[src/rtl/pa_clint_pkg.sv]
// CLINT address map constants and the shared bus-address decoder.
package pa_clint_pkg;

    localparam logic [15:0] MSIP_BASE       = 16'h0000;
    localparam logic [15:0] MTIMECMP_BASE   = 16'h4000;
    localparam logic [15:0] MTIME_LO_ADDR   = 16'hBFF8;
    localparam logic [15:0] MTIME_HI_ADDR   = 16'hBFFC;
    localparam int unsigned MSIP_STRIDE     = 4;
    localparam int unsigned MTIMECMP_STRIDE = 8;

    typedef enum logic [2:0] {
        REG_NONE,
        REG_MSIP,
        REG_CMP_LO,
        REG_CMP_HI,
        REG_MTIME_LO,
        REG_MTIME_HI
    } clint_reg_e;

    typedef struct packed {
        clint_reg_e kind;
        logic [2:0] hart;
    } clint_dec_t;

    // Offsets are taken unsigned so an address below a base wraps high and misses.
    function automatic clint_dec_t clint_decode(input logic [15:0] addr,
                                                input int unsigned hart_num);
        clint_dec_t  dec;
        logic [15:0] word;
        logic [31:0] msip_off;
        logic [31:0] cmp_off;
        word     = addr & 16'hFFFC;
        msip_off = {16'd0, word} - {16'd0, MSIP_BASE};
        cmp_off  = {16'd0, word} - {16'd0, MTIMECMP_BASE};
        dec.kind = REG_NONE;
        dec.hart = '0;
        if (word == MTIME_LO_ADDR) begin
            dec.kind = REG_MTIME_LO;
        end else if (word == MTIME_HI_ADDR) begin
            dec.kind = REG_MTIME_HI;
        end else if (msip_off < MSIP_STRIDE * hart_num) begin
            dec.kind = REG_MSIP;
            dec.hart = 3'(msip_off / MSIP_STRIDE);
        end else if (cmp_off < MTIMECMP_STRIDE * hart_num) begin
            dec.kind = cmp_off[2] ? REG_CMP_HI : REG_CMP_LO;
            dec.hart = 3'(cmp_off / MTIMECMP_STRIDE);
        end
        return dec;
    endfunction

endpackage

[src/rtl/pa_clint_hart_timer.sv]
// Per-hart CLINT state: msip, mtimecmp and the registered timer compare.
module pa_clint_hart_timer #(
    parameter logic [63:0] MTIMECMP_RST = 64'hFFFF_FFFF_FFFF_FFFF
) (
    input  logic        clk_i,
    input  logic        rst_n_i,
    input  logic        msip_we_i,
    input  logic        cmp_lo_we_i,
    input  logic        cmp_hi_we_i,
    input  logic [31:0] wdata_i,
    input  logic [63:0] mtime_i,
    output logic        msip_o,
    output logic [63:0] mtimecmp_o,
    output logic        mtip_o
);

    logic        msip_q, msip_d;
    logic [63:0] cmp_q, cmp_d;
    logic        mtip_q, mtip_d;

    always_comb begin
        msip_d = msip_q;
        cmp_d  = cmp_q;
        if (msip_we_i)   msip_d        = wdata_i[0];
        if (cmp_lo_we_i) cmp_d[31:0]   = wdata_i;
        if (cmp_hi_we_i) cmp_d[63:32]  = wdata_i;
        mtip_d = (mtime_i >= cmp_q);
    end

    always_ff @(posedge clk_i or negedge rst_n_i) begin
        if (!rst_n_i) begin
            msip_q <= 1'b0;
            cmp_q  <= MTIMECMP_RST;
            mtip_q <= 1'b0;
        end else begin
            msip_q <= msip_d;
            cmp_q  <= cmp_d;
            mtip_q <= mtip_d;
        end
    end

    assign msip_o     = msip_q;
    assign mtimecmp_o = cmp_q;
    assign mtip_o     = mtip_q;

endmodule

[src/rtl/pa_clint_mp_regs.sv]
// Multi-hart CLINT register block: mtime counter, bus decode and registered response.
module pa_clint_mp_regs
    import pa_clint_pkg::*;
#(
    parameter int unsigned HART_NUM     = 4,
    parameter logic [63:0] MTIMECMP_RST = 64'hFFFF_FFFF_FFFF_FFFF
) (
    input  logic                clint_clk,
    input  logic                cpurst_b,
    input  logic                tcipif_clint_sel,
    input  logic                tcipif_clint_write,
    input  logic [15:0]         tcipif_clint_addr,
    input  logic [31:0]         tcipif_clint_wdata,
    input  logic                clint_time_tick,
    output logic                clint_tcipif_cmplt,
    output logic [31:0]         clint_tcipif_rdata,
    output logic                clint_tcipif_err,
    output logic [HART_NUM-1:0] clint_hart_msip,
    output logic [HART_NUM-1:0] clint_hart_mtip,
    output logic [63:0]         clint_mtime
);

    clint_dec_t          dec;
    logic                acc_wr, acc_rd;
    logic [63:0]         mtime_q, mtime_d;
    logic                cmplt_q;
    logic                err_q, err_d;
    logic [31:0]         rdata_q, rdata_d;
    logic [HART_NUM-1:0] msip_we, cmp_lo_we, cmp_hi_we;
    logic [HART_NUM-1:0] hart_msip, hart_mtip;
    logic [63:0]         hart_cmp [HART_NUM];

    assign dec    = clint_decode(tcipif_clint_addr, HART_NUM);
    assign acc_wr = tcipif_clint_sel & tcipif_clint_write;
    assign acc_rd = tcipif_clint_sel & ~tcipif_clint_write;

    always_comb begin
        msip_we   = '0;
        cmp_lo_we = '0;
        cmp_hi_we = '0;
        rdata_d   = '0;
        for (int unsigned h = 0; h < HART_NUM; h++) begin
            if (dec.hart == 3'(h)) begin
                msip_we[h]   = acc_wr && (dec.kind == REG_MSIP);
                cmp_lo_we[h] = acc_wr && (dec.kind == REG_CMP_LO);
                cmp_hi_we[h] = acc_wr && (dec.kind == REG_CMP_HI);
                if (acc_rd) begin
                    case (dec.kind)
                        REG_MSIP:   rdata_d = {31'd0, hart_msip[h]};
                        REG_CMP_LO: rdata_d = hart_cmp[h][31:0];
                        REG_CMP_HI: rdata_d = hart_cmp[h][63:32];
                        default:    ;
                    endcase
                end
            end
        end
        if (acc_rd && dec.kind == REG_MTIME_LO) rdata_d = mtime_q[31:0];
        if (acc_rd && dec.kind == REG_MTIME_HI) rdata_d = mtime_q[63:32];
        err_d = tcipif_clint_sel && (dec.kind == REG_NONE);
    end

    // A bus write to either half suppresses that cycle's tick entirely.
    always_comb begin
        mtime_d = mtime_q;
        if (acc_wr && dec.kind == REG_MTIME_LO) begin
            mtime_d[31:0] = tcipif_clint_wdata;
        end else if (acc_wr && dec.kind == REG_MTIME_HI) begin
            mtime_d[63:32] = tcipif_clint_wdata;
        end else if (clint_time_tick) begin
            mtime_d = mtime_q + 64'd1;
        end
    end

    always_ff @(posedge clint_clk or negedge cpurst_b) begin
        if (!cpurst_b) begin
            mtime_q <= '0;
            cmplt_q <= 1'b0;
            err_q   <= 1'b0;
            rdata_q <= '0;
        end else begin
            mtime_q <= mtime_d;
            cmplt_q <= tcipif_clint_sel;
            err_q   <= err_d;
            rdata_q <= rdata_d;
        end
    end

    for (genvar g = 0; g < HART_NUM; g++) begin : g_hart
        pa_clint_hart_timer #(
            .MTIMECMP_RST (MTIMECMP_RST)
        ) u_timer (
            .clk_i       (clint_clk),
            .rst_n_i     (cpurst_b),
            .msip_we_i   (msip_we[g]),
            .cmp_lo_we_i (cmp_lo_we[g]),
            .cmp_hi_we_i (cmp_hi_we[g]),
            .wdata_i     (tcipif_clint_wdata),
            .mtime_i     (mtime_q),
            .msip_o      (hart_msip[g]),
            .mtimecmp_o  (hart_cmp[g]),
            .mtip_o      (hart_mtip[g])
        );
    end

    assign clint_tcipif_cmplt = cmplt_q;
    assign clint_tcipif_rdata = rdata_q;
    assign clint_tcipif_err   = err_q;
    assign clint_hart_msip    = hart_msip;
    assign clint_hart_mtip    = hart_mtip;
    assign clint_mtime        = mtime_q;

endmodule

[config.mk]
export PLATFORM = sky130hd
export DESIGN_NAME = pa_clint_mp_regs
export DESIGN_NICKNAME = d
export VERILOG_FILES = /design/src/rtl/pa_clint_pkg.sv /design/src/rtl/pa_clint_hart_timer.sv /design/src/rtl/pa_clint_mp_regs.sv
export SDC_FILE = /design/constraint.sdc
export NUM_CORES = 1
export LEC_CHECK = 0
export CORE_MARGIN = 5
export CORE_UTILIZATION = 40
export DETAILED_ROUTE_END_ITERATION = 10
export DONT_BUFFER_PORTS = 1
export GPL_TIMING_DRIVEN = 0
export HOLD_SLACK_MARGIN = 0.05
export PLACE_DENSITY_LB_ADDON = 0.1
export SLEW_MARGIN = 20
export SYNTH_ARGS = -nofsm -noshare
export SYNTH_HDL_FRONTEND = slang
export SYNTH_HIERARCHICAL = 1
export SYNTH_SLANG_ARGS = --single-unit
[constraint.sdc]
create_clock -name clint_clk -period 2.6 [get_ports clint_clk]
set_input_delay 0.13 -clock clint_clk [delete_from_list [all_inputs] [get_ports clint_clk]]
set_output_delay 0.13 -clock clint_clk [all_outputs]
set_load 0.02 [all_outputs]
==> results.txt <==
Setup violations, final -> 4
Largest stage delay, worst path -> 590 ps
placed cell area -> 0.0248 mm2
syn avg cell area -> 9.04 um2
post-synthesis cell type count -> 72
post-place setup slack -> -2030 ps
Clock power frac -> 0.470
remaining global-route overflow -> 0
via count -> 21.9k
VDD IR max -> 0.484 mV
Synth Instances -> 2627
Clock Tree Root -> clkbuf_16
GRT Util Overall -> 0.324
Routed Antenna Nets -> 0
DRT iter0 DRCs -> 2042
met1 usage -> 0.417
Initial Utilization -> 0.403
commonest non-fill, non-tap cells in the layout -> 356 x nand2_1, 325 x o21ai_0, 262 x inv_1
Sw Ratio -> 0.277
post-synthesis sequential area ratio -> 0.395
setup_tns -> -1070 ps
DRC errors left -> 0
Slew Limit Fails -> 0
I/O Buffers -> 0
antenna violations before repair -> 3
Int Power -> 10200 uW
Hold Fails Final Rpt -> 344
DR WL/cell -> 30.2 um
post-synthesis register bit count -> 362
die width -> 254 um
LEAKAGE -> 0.0142 uW
final setup skew -> 26.8 ps
number of global-route vias before repair -> 21.8k
chip height -> 254 um
crit path kind -> register to register
logic gate share of total power -> 0.096
number of flops mapped to enable cells by yosys -> 0
failing checks -> negative hold slack, negative setup slack
met3 usage -> 0.0529
Least-Margin Pin Slew -> 1250 ps
Crit path buffers/inverters -> 1
Total Wirelength -> 108000 um
CTS tree -> done
final worst path period need -> 2930 ps
slowest CP cell -> dfrtp_4
worst setup margin -> -328 ps
power per cell area -> 502 mW/mm2
first-pass GRT wire length -> 152000 um
DRT Pass-1 Iters -> 5
finished layout cell area -> 0.0280 mm2
htree depth -> 2
share of cells above drive strength 1 -> 0.239
commonest non-fill, non-tap cell in the layout -> nand2_1
standard-cell rows -> 89
outcome -> complete, but fails checks
final net count -> 3078
DPL Wire Length -> 77000 um
Final period util -> 1.13
final hold slack -> -737 ps
crit path max fanout -> 7
core footprint -> 0.0589 mm2
worst-path cell chain -> ha_4, nand4_1, nor4_4, buf_6, nand2_4, or3_4, o32ai_4, or4_4
Vias/cell -> 6.13
Hold Crit Class -> input pin to async pin
# hold bufs at CTS -> 39
CTS clk-pin slew, worst paths -> 60 ps
M2 GR Usage -> 0.536
total power -> 14100 uW
Main synth FF type -> dfstp_2
dominant delay contributor by cell family on the critical path -> simple AND/OR/NAND/NOR gates
fraction of registers with async set/reset -> 1.00
worst-case clock buffer depth -> 3
WP data arrival -> 3460 ps
post-layout util -> 0.476
most used routing layer -> met2
largest net degree at the start of global routing -> 363
Flop pwr share -> 0.433
Synth Cell Area -> 0.0238 mm2
Setup crit start kind -> register
Fmax -> 342 MHz
# IOs -> 159
kind of end point of the critical path -> register
Worst-Skew Late Latency -> 610 ps
Syn-to-layout area delta -> 18.0%
TritonCTS Buffers -> 46
Syn Nets -> 2937
RSZ-0062 raised after global routing -> yes
routability cong. -> 0.973
total clock sinks -> 362
die area -> 0.0644 mm2
Rel. slew slack -> 0.166
Worst Path Required -> 3130 ps
Synth Warn # -> 6
Psw -> 3890 uW
total of max-cap violations -> 0
[power by group through the flow]
stage	registers, uW	clock network, uW	logic, uW
6_report	6090	6620	1360
5_1_grt	6100	6900	1430
4_1_cts	6110	6700	1240
3_5_place_dp	6180	0	1000
3_3_place_gp	6170	0	981
2_1_floorplan	6030	0	658
[flip-flops by register name, summed over array words and instances (netlist names)]
register,count
g_hart.u_timer/mtimecmp_o,256
clint_mtime,64
clint_tcipif_rdata,32
g_hart.u_timer/msip_o,4
g_hart.u_timer/mtip_o,4
clint_tcipif_cmplt,1
clint_tcipif_err,1
[worst reg2reg max path, cell delays in order, from the launching register on]
cell	delay, ps
dfrtp_4	590
ha_4	330
nand4_1	220
nor4_4	340
buf_6	180
nand2_4	90
or3_4	400
o32ai_4	460
or4_4	230
[cells in the mapped netlist (10+ instances only)]
master	n	area share
a211oi_1	28	0.0088
a21o_1	28	0.0088
a21oi_1	140	0.029
and3_1	17	0.0045
buf_1	16	0.0025
buf_2	11	0.0023
clkbuf_1	94	0.015
dfrtp_1	106	0.11
dfstp_2	256	0.28
ha_1	257	0.14
inv_1	265	0.042
mux2_2	26	0.012
mux2i_1	138	0.058
nand2_1	360	0.057
nand3_1	67	0.014
nand4_1	73	0.019
nor2_1	94	0.015
nor3_1	36	0.0076
nor4_1	14	0.0037
o21ai_0	325	0.068
o221a_2	12	0.0057
o221ai_1	20	0.0074
o22ai_1	34	0.0090
or4_1	13	0.0041
xnor2_1	24	0.0088
xor2_1	10	0.0037
[kinds of logic after synthesis]
logic type	Yosys count	share of synthesized area
buffers and inverters	388	0.0625
adder cells (fa/ha/maj)	257	0.135
XOR/XNOR	34	0.0125
AND/OR/NAND/NOR	750	0.153
AO/OA/AOI/OAI	672	0.171
multiplexers	164	0.0705
flip-flops	362	0.395
[stage by stage]
step,instances,hold slack [ps]
floorplan,2627,-166
global placement,3400,-140
detailed placement,3402,-138
CTS,3554,-777
global route,3580,-757
finish,3581,-737
[routing by layer]
layer	wire length, um	up-vias	part of all wire
met5	13	-	0.00012
met2	50600	1049	0.47
met1	43300	11000	0.40
met3	8050	251	0.074
met4	6270	2	0.058
li1	-	9609	-
[layout make-up]
cell class,count,area [um2]
fillers,5617,30900
multi-input cells,1877,13600
flip-flops and latches,362,9530
clock buffers,75,1410
inverters,265,995
well taps,773,967
repair buffers,95,797
plain buffers,121,628
clock inverters,11,105
diodes,2,5.00
[what timing repair did]
action,4_1_cts,5_1_grt
resized for setup,187,90
pin swaps,31,38
buffers inserted,28,26
endpoints found under the hold margin,692,362
setup endpoints to repair,310,255
[worst paths after layout]
kind / startpoint / to / slack, ps / cells after the start
hold reg to reg: g_hart[0].u_timer/mtimecmp_o[42] / g_hart[0].u_timer/mtimecmp_o[42] / 510 / 2
max in group asynchronous: cpurst_b / clint_mtime[12] / 2190 / 0
setup / recovery: clint_mtime[51] / g_hart[1].u_timer/mtip_o / -330 / 8
min in group clint_clk: tcipif_clint_write / clint_tcipif_rdata[1] / 80 / 3
setup reg to reg: clint_mtime[51] / g_hart[1].u_timer/mtip_o / -330 / 8
hold / removal: cpurst_b / clint_tcipif_rdata[28] / -740 / 0
No activity file was read; power rests on OpenSTA's default activity.
